$ cat src/rtl/soc_mem_arbiter_pkg.sv
// Shared definitions for soc_mem_arbiter: arbitration states, slot owners and the
// saturating increment used by the optional statistics counters.
package soc_mem_arbiter_pkg;

  typedef enum logic {
    S_CPU = 1'b0,
    S_DMA = 1'b1
  } arb_state_e;

  typedef enum logic {
    OWNER_CPU = 1'b0,
    OWNER_DMA = 1'b1
  } owner_e;

  localparam int STAT_W = 16;

  function automatic logic [STAT_W-1:0] sat_inc(input logic [STAT_W-1:0] v);
    sat_inc = (v == {STAT_W{1'b1}}) ? v : v + {{(STAT_W-1){1'b0}}, 1'b1};
  endfunction

endpackage

$ cat src/rtl/soc_mem_arbiter_stats.sv
// soc_arb_stats: saturating DMA-grant and CPU-stall counters for soc_mem_arbiter.
// Compiled only when ARB_STATS_EN is defined; cleared by reset_n alone.
`ifdef ARB_STATS_EN
module soc_arb_stats
  import soc_mem_arbiter_pkg::*;
(
  input  logic              clk,
  input  logic              reset_n,
  input  logic              dma_gnt,
  input  logic              cpu_rdy,
  output logic [STAT_W-1:0] stat_dma_cnt,
  output logic [STAT_W-1:0] stat_stall_cnt
);

  // Count granted DMA accesses and stalled CPU cycles, sticking at all-ones.
  always_ff @(posedge clk or negedge reset_n) begin
    if (!reset_n) begin
      stat_dma_cnt   <= {STAT_W{1'b0}};
      stat_stall_cnt <= {STAT_W{1'b0}};
    end else begin
      if (dma_gnt) begin
        stat_dma_cnt <= sat_inc(stat_dma_cnt);
      end
      if (!cpu_rdy) begin
        stat_stall_cnt <= sat_inc(stat_stall_cnt);
      end
    end
  end

endmodule
`endif

$ cat src/rtl/soc_mem_arbiter.sv
// soc_mem_arbiter: shares the single-port RAM between the 6502 core (priority) and a DMA
// requester with bounded slots. Defining ARB_STATS_EN adds grant/stall statistic outputs.
module soc_mem_arbiter
  import soc_mem_arbiter_pkg::*;
#(
  parameter int AW        = 16,
  parameter int DW        = 8,
  parameter int CPU_BURST = 8,
  parameter int DMA_BURST = 2
) (
  input  logic          clk,
  input  logic          reset_n,
  input  logic [AW-1:0] cpu_addr,
  input  logic [DW-1:0] cpu_dout,
  input  logic          cpu_we,
  output logic [DW-1:0] cpu_din,
  output logic          cpu_rdy,
  input  logic          dma_req,
  input  logic [AW-1:0] dma_addr,
  input  logic [DW-1:0] dma_wdata,
  input  logic          dma_we,
  output logic          dma_gnt,
  output logic [DW-1:0] dma_rdata,
  output logic          dma_rvalid,
  output logic [AW-1:0] mem_addr,
  output logic [DW-1:0] mem_wdata,
  output logic          mem_we,
  input  logic [DW-1:0] mem_rdata
`ifdef ARB_STATS_EN
  ,
  output logic [STAT_W-1:0] stat_dma_cnt,
  output logic [STAT_W-1:0] stat_stall_cnt
`endif
);

  localparam int CW  = (CPU_BURST > 1) ? $clog2(CPU_BURST) : 1;
  localparam int DCW = (DMA_BURST > 1) ? $clog2(DMA_BURST) : 1;
  localparam logic [CW-1:0]  CPU_LAST = CW'(CPU_BURST - 1);
  localparam logic [DCW-1:0] DMA_LAST = DCW'(DMA_BURST - 1);

  arb_state_e     state_r, state_nxt_s;
  logic [CW-1:0]  cpu_cnt_r, cpu_cnt_nxt_s;
  logic [DCW-1:0] dma_cnt_r, dma_cnt_nxt_s;
  owner_e         owner_r;
  logic [DW-1:0]  hold_r;
  logic           dma_rvalid_r;
  logic           mem_we_s;

  // Next-state, burst counters and the RAM mux, all decided by the current owner.
  always_comb begin
    state_nxt_s   = state_r;
    cpu_cnt_nxt_s = cpu_cnt_r;
    dma_cnt_nxt_s = dma_cnt_r;
    mem_addr      = cpu_addr;
    mem_wdata     = cpu_dout;
    mem_we_s      = cpu_we;
    cpu_rdy       = 1'b1;
    dma_gnt       = 1'b0;
    case (state_r)
      S_CPU: begin
        if (!dma_req) begin
          cpu_cnt_nxt_s = {CW{1'b0}};
        end else if (cpu_cnt_r == CPU_LAST) begin
          state_nxt_s   = S_DMA;
          cpu_cnt_nxt_s = {CW{1'b0}};
        end else begin
          cpu_cnt_nxt_s = cpu_cnt_r + CW'(1);
        end
      end
      S_DMA: begin
        mem_addr  = dma_addr;
        mem_wdata = dma_wdata;
        mem_we_s  = dma_we & dma_req;
        cpu_rdy   = 1'b0;
        dma_gnt   = dma_req;
        // A dropped request wastes this slot and hands the RAM straight back.
        if (!dma_req || (dma_cnt_r == DMA_LAST)) begin
          state_nxt_s   = S_CPU;
          dma_cnt_nxt_s = {DCW{1'b0}};
        end else begin
          dma_cnt_nxt_s = dma_cnt_r + DCW'(1);
        end
      end
      default: begin
        state_nxt_s   = S_CPU;
        cpu_cnt_nxt_s = {CW{1'b0}};
        dma_cnt_nxt_s = {DCW{1'b0}};
      end
    endcase
  end

  assign mem_we = mem_we_s & reset_n;

  // Arbitration state and burst counters.
  always_ff @(posedge clk or negedge reset_n) begin
    if (!reset_n) begin
      state_r   <= S_CPU;
      cpu_cnt_r <= {CW{1'b0}};
      dma_cnt_r <= {DCW{1'b0}};
    end else begin
      state_r   <= state_nxt_s;
      cpu_cnt_r <= cpu_cnt_nxt_s;
      dma_cnt_r <= dma_cnt_nxt_s;
    end
  end

  // Read-data steering: remember who owned the RAM last cycle and freeze the core's data.
  always_ff @(posedge clk or negedge reset_n) begin
    if (!reset_n) begin
      owner_r      <= OWNER_CPU;
      hold_r       <= {DW{1'b0}};
      dma_rvalid_r <= 1'b0;
    end else begin
      owner_r      <= (state_r == S_CPU) ? OWNER_CPU : OWNER_DMA;
      dma_rvalid_r <= dma_gnt & ~dma_we;
      if (owner_r == OWNER_CPU) begin
        hold_r <= mem_rdata;
      end
    end
  end

  assign cpu_din    = (owner_r == OWNER_CPU) ? mem_rdata : hold_r;
  assign dma_rdata  = mem_rdata;
  assign dma_rvalid = dma_rvalid_r;

`ifdef ARB_STATS_EN
  soc_arb_stats u_stats (
    .clk            (clk),
    .reset_n        (reset_n),
    .dma_gnt        (dma_gnt),
    .cpu_rdy        (cpu_rdy),
    .stat_dma_cnt   (stat_dma_cnt),
    .stat_stall_cnt (stat_stall_cnt)
  );
`endif

endmodule

$ cat config.mk
export PLATFORM = sky130hd
export DESIGN_NAME = soc_mem_arbiter
export DESIGN_NICKNAME = d
export VERILOG_FILES = /design/src/rtl/soc_mem_arbiter_pkg.sv /design/src/rtl/soc_mem_arbiter_stats.sv /design/src/rtl/soc_mem_arbiter.sv
export SDC_FILE = /design/constraint.sdc
export NUM_CORES = 1
export LEC_CHECK = 0
export ABC_CLOCK_PERIOD_IN_PS = 1100
export CAP_MARGIN = 10
export CORE_ASPECT_RATIO = 0.9
export CORE_MARGIN = 1
export CORE_UTILIZATION = 27
export CTS_CLUSTER_SIZE = 24
export DETAILED_ROUTE_END_ITERATION = 10
export PLACE_DENSITY = 0.78
export SYNTH_ARGS = -nofsm -noshare
export SYNTH_HDL_FRONTEND = slang
export SYNTH_SLANG_ARGS = --single-unit
$ cat constraint.sdc
create_clock -name clk -period 1.1 [get_ports clk]
set_input_delay 0.11 -clock clk [delete_from_list [all_inputs] [get_ports clk]]
set_output_delay 0.11 -clock clk [all_outputs]
set_load 0.03 [all_outputs]
# Yosys cells after proc, flatten, opt, wreduce, memory -nomap -nowiden
# Index checks and enable logic that the tools add are counted.
[totals] ff_bits=15 inputBits=61 output_inout_bits=44 wordCells=30
[op_classes] n_addsub=2 eq_ne=1 muxes=14 bitwise_logic=5 n_reduce_logical=2
[op_table] cell="$mux 16" n=1
[op_table] cell="$mux 8" n=2
[op_table] cell="$mux 1" n=8
[op_table] cell="$mux 3" n=2
[op_table] cell="$add 3x1->3 const B" n=1
[op_table] cell="$and 1x1->1" n=3
[op_table] cell="$eq 3x3->1 const B" n=1
[op_table] cell="$not 1->1" n=2
[op_table] cell="$pmux 1 s2" n=1
[op_table] cell="$add 1x1->1 const B" n=1
[op_table] cell="$logic_not 1->1" n=1
[op_table] cell="$logic_or 1x1->1" n=1

# Logic depth before layout (Yosys ltp)
[depth] ltp_word=4 mapped_depth=4 mapped_depth_nobuf=4

# Worst setup path after synthesis
# OpenSTA, ideal clock, no wires.
[synth_timing] path_type="flip-flop to output port" from="register state_r" to="output mem_we" t_arrival_ns=1.166 t_required_ns=0.990 slack_ns=-0.176 stages_incl_launch_ff=5 n_path_buf=2 path_cell_list="dfrtp_1 buf_6 buf_6 nand2_1 o21ai_1"
[synth_between] elab_chain_cells=2
[synth_lines] item="from (decl)" line_no="soc_mem_arbiter.sv:41" text="arb_state_e state_r, state_nxt_s;"
[synth_lines] item="from (signal assigned)" line_no="soc_mem_arbiter.sv:101" text="state_r <= state_nxt_s;"
[synth_lines] item="$mux 1" line_no="soc_mem_arbiter.sv:59" text="case (state_r)"
[synth_lines] item="$and 1x1->1" line_no="soc_mem_arbiter.sv:92" text="assign mem_we = mem_we_s & reset_n;"
[synth_lines] item="to (decl)" line_no="soc_mem_arbiter.sv:27" text="output logic mem_we,"
# Every way passes these cells.

# Worst setup path after layout
[layout_timing] from="register state_r" to="output mem_addr[14]"
[layout_between] elab_chain_cells=1
[layout_lines] item="$mux 16" line_no="soc_mem_arbiter.sv:59"
[layout_lines] item="to (decl)" line_no="soc_mem_arbiter.sv:25" text="output logic [AW-1:0] mem_addr,"
# Every way passes these cells.

==> summary.txt <==
Sink Count: 15
Min Tclk post-route: 1560 ps
R2r worst-path depth: 5
Largest net degree at the start of global routing: 16
# DRC: 0
Final worst-path cycle share: 141%
R2r setup slk: -130 ps
Initial DRC count: 36
RR Endpoint: cpu_cnt_r[0]$_DFFE_PN0N_
Final ANT Viol Nets: 0
Largest area contributor in the netlist: dfrtp_1
Fin Setup TNS: -13940 ps
Number of global-route vias before repair: 1007
Routability congestion estimate from global placement: 0.611
Clk slew on worst S/H paths: 70 ps
Yosys warns: 0
#FFs+latches synth: 15
Core area: 3730 um2
Die X-Extent: 68.1 um
Hold crit path type: primary input to async pin
Worst EP arrival: 1450 ps
Outcome: finished with violations
Most common cell after layout, fill and taps aside: clkdlybuf4s50_1
Failing checks: negative setup slack
CTS Buf Count: 3
Worst path cell trace: bufbuf_16 > mux2_4 > buf_6
Vias: 1072
H-tree lvl count: 1
Wire length per cell: 16.0 um
Hold slack: 280 ps
Critical path peak fanout: 4
Clock Tree Buf Depth: 2
Max-cap violation count: 0
Die area: 4190 um2
Syn_area_per_cell: 13.8 um2
Final setup margin: -456 ps
Vias per cell: 4.41
Worst Skew: 7.88 ps
GRT overflow: 0
Cell family with most CP delay: flip-flops
Post-synth cell types: 19
Worst Tran Pin Value: 230 ps
Startpoint types: flip-flop
Post-Syn Nets: 140
Netlist Area Pre-Place: 1060 um2
ANT cells: 0
Final setup vio count: 41
Final Max Tran Viols: 0
Rows: 21
Dpl ws: -491 ps
Post-DP HPWL: 2.88 mm
P&R area growth vs syn: 141%
Pre-antenna DRT Iters: 3
Ports: 105
Max stage delay on crit path: 460 ps
Buf/Inv on CP: 2
Post-Synthesis Cells: 77
Final Non-Filler Cells: 243
TritonCTS clock tree: yes
First-pass GRT wire length: 5.01 mm
CP Data Required Time: 990 ps
Reg2reg start: state_r$_DFF_PN0_
Synth top area cells: dfrtp_1 35%, mux2_4 30%, mux2_2 12%, buf_4 5.7%, buf_12 3.8%
Die height: 61.5 um
Clock tree root driver cell: clkbuf_8
Most frequent cells in the layout: 60 x clkdlybuf4s50_1, 46 x buf_6, 32 x mux2_4
IO Port Bufs: 104
Pwr Density: 725 nW/um2
CP endpoint kind: output port
Share of cells above drive strength 1: 57.4%
RSZ-0062 raised after global routing: yes
VDD IR max: 0.570 mV
Final nets: 261
Static Leak: 1.17 nW
Max-slew headroom: 84.6%
Sequential share of the synthesized area: 35.3%
Final Hold Viols: 0
Placed Cells: 224
Top cell type's share of synthesized area: 35.3%
Final Util: 68.7%
Initial antenna violation count: 0
Worst skew pair latency: 250 ps
Peak Freq: 0.643 GHz
Crit-path slowest cell: dfrtp_2
Critical path type: flip-flop to output port
Final wirelength: 3.90 mm
Hold_buf cts: 0
Gr usage total: 16.6%
Initial Utilization: 28.5%
[flip-flops by register name, indices dropped and copies added (netlist names)]
signal	flops
owner_r	1
dma_cnt_r	1
cpu_cnt_r	3
hold_r	8
state_r	1
dma_rvalid	1
[per-stage QoR]
step	total power, W	cell area [um2]
after floorplan	0.000948	1090
after global placement	0.00131	2100
after detailed placement	0.00133	2100
after CTS	0.00183	2400
after global routing	0.00193	2560
final	0.00186	2560
[logic make-up (layout without fill, tap and decap cells)]
logic type / Yosys count / in the layout / synth area share [%]
muxes: 33 / 33 / 42.3
AOI/OAI and AO/OA: 5 / 5 / 3.77
adders and majority gates: 2 / 2 / 2.36
and+or+nand+nor: 7 / 7 / 3.53
DFF: 15 / 15 / 35.3
buffers and inverters: 15 / 135 / 12.7
[worst max-delay path by stage]
| stage | from | to | slack, ps | depth (start not counted) |
|---|---|---|---|---|
| global placement | state_r$_DFF_PN0_ | mem_wdata[3] | -470 | 3 |
| detailed placement | owner_r$_DFF_PN0_ | cpu_din[4] | -490 | 2 |
| floorplan | cpu_cnt_r[0]$_DFFE_PN0N_ | cpu_cnt_r[0]$_DFFE_PN0N_ | -20 | 4 |
| CTS | state_r$_DFF_PN0_ | mem_addr[14] | -450 | 3 |
| global route | state_r$_DFF_PN0_ | mem_we | -490 | 5 |
| finish | state_r$_DFF_PN0_ | mem_addr[14] | -460 | 3 |
[cells in the mapped netlist]
| library cell | instances |
|---|---|
| mux2_2 | 11 |
| nand3b_1 | 1 |
| mux2_4 | 21 |
| mux2i_1 | 1 |
| o211a_1 | 1 |
| inv_1 | 2 |
| nand2_1 | 3 |
| buf_4 | 8 |
| nor2b_1 | 1 |
| nor4b_1 | 1 |
| nor2_1 | 1 |
| a22o_1 | 2 |
| buf_6 | 2 |
| a21o_1 | 1 |
| ha_1 | 2 |
| buf_12 | 2 |
| buf_2 | 1 |
| dfrtp_1 | 15 |
| o21ai_1 | 1 |
[metal layers]
metal	part of all wire (%)	GRT usage, %
met1	35	18.3
met5	0	0
met3	8.0	2.96
met4	1.3	5.65
met2	56	31.9
[where the power goes]
group / switching [W] / internal, W / total [W]
clock: 0.000195 / 0.000256 / 0.000451
sequential: 0.0000199 / 0.000585 / 0.000605
combinational: 0.000327 / 0.000476 / 0.000803
[area by class of cell]
| type | count | area (um2) |
|---|---|---|
| Multi-Input combinational cell | 47 | 651 |
| Tap cell | 46 | 57.6 |
| Sequential cell | 15 | 378 |
| Fill cell | 249 | 1170 |
| Clock buffer | 4 | 45.0 |
| Inverter | 2 | 12.5 |
| Timing Repair Buffer | 129 | 1420 |
[repair_timing]
action                                  4_1_cts  5_1_grt
endpoints found under the setup margin       42       42
resized for setup                           181       33
cloned                                        3        1
setup buffers                                 6        6
pin swaps                                     0        3
Note: power is estimated with default switching activity, not from simulation.
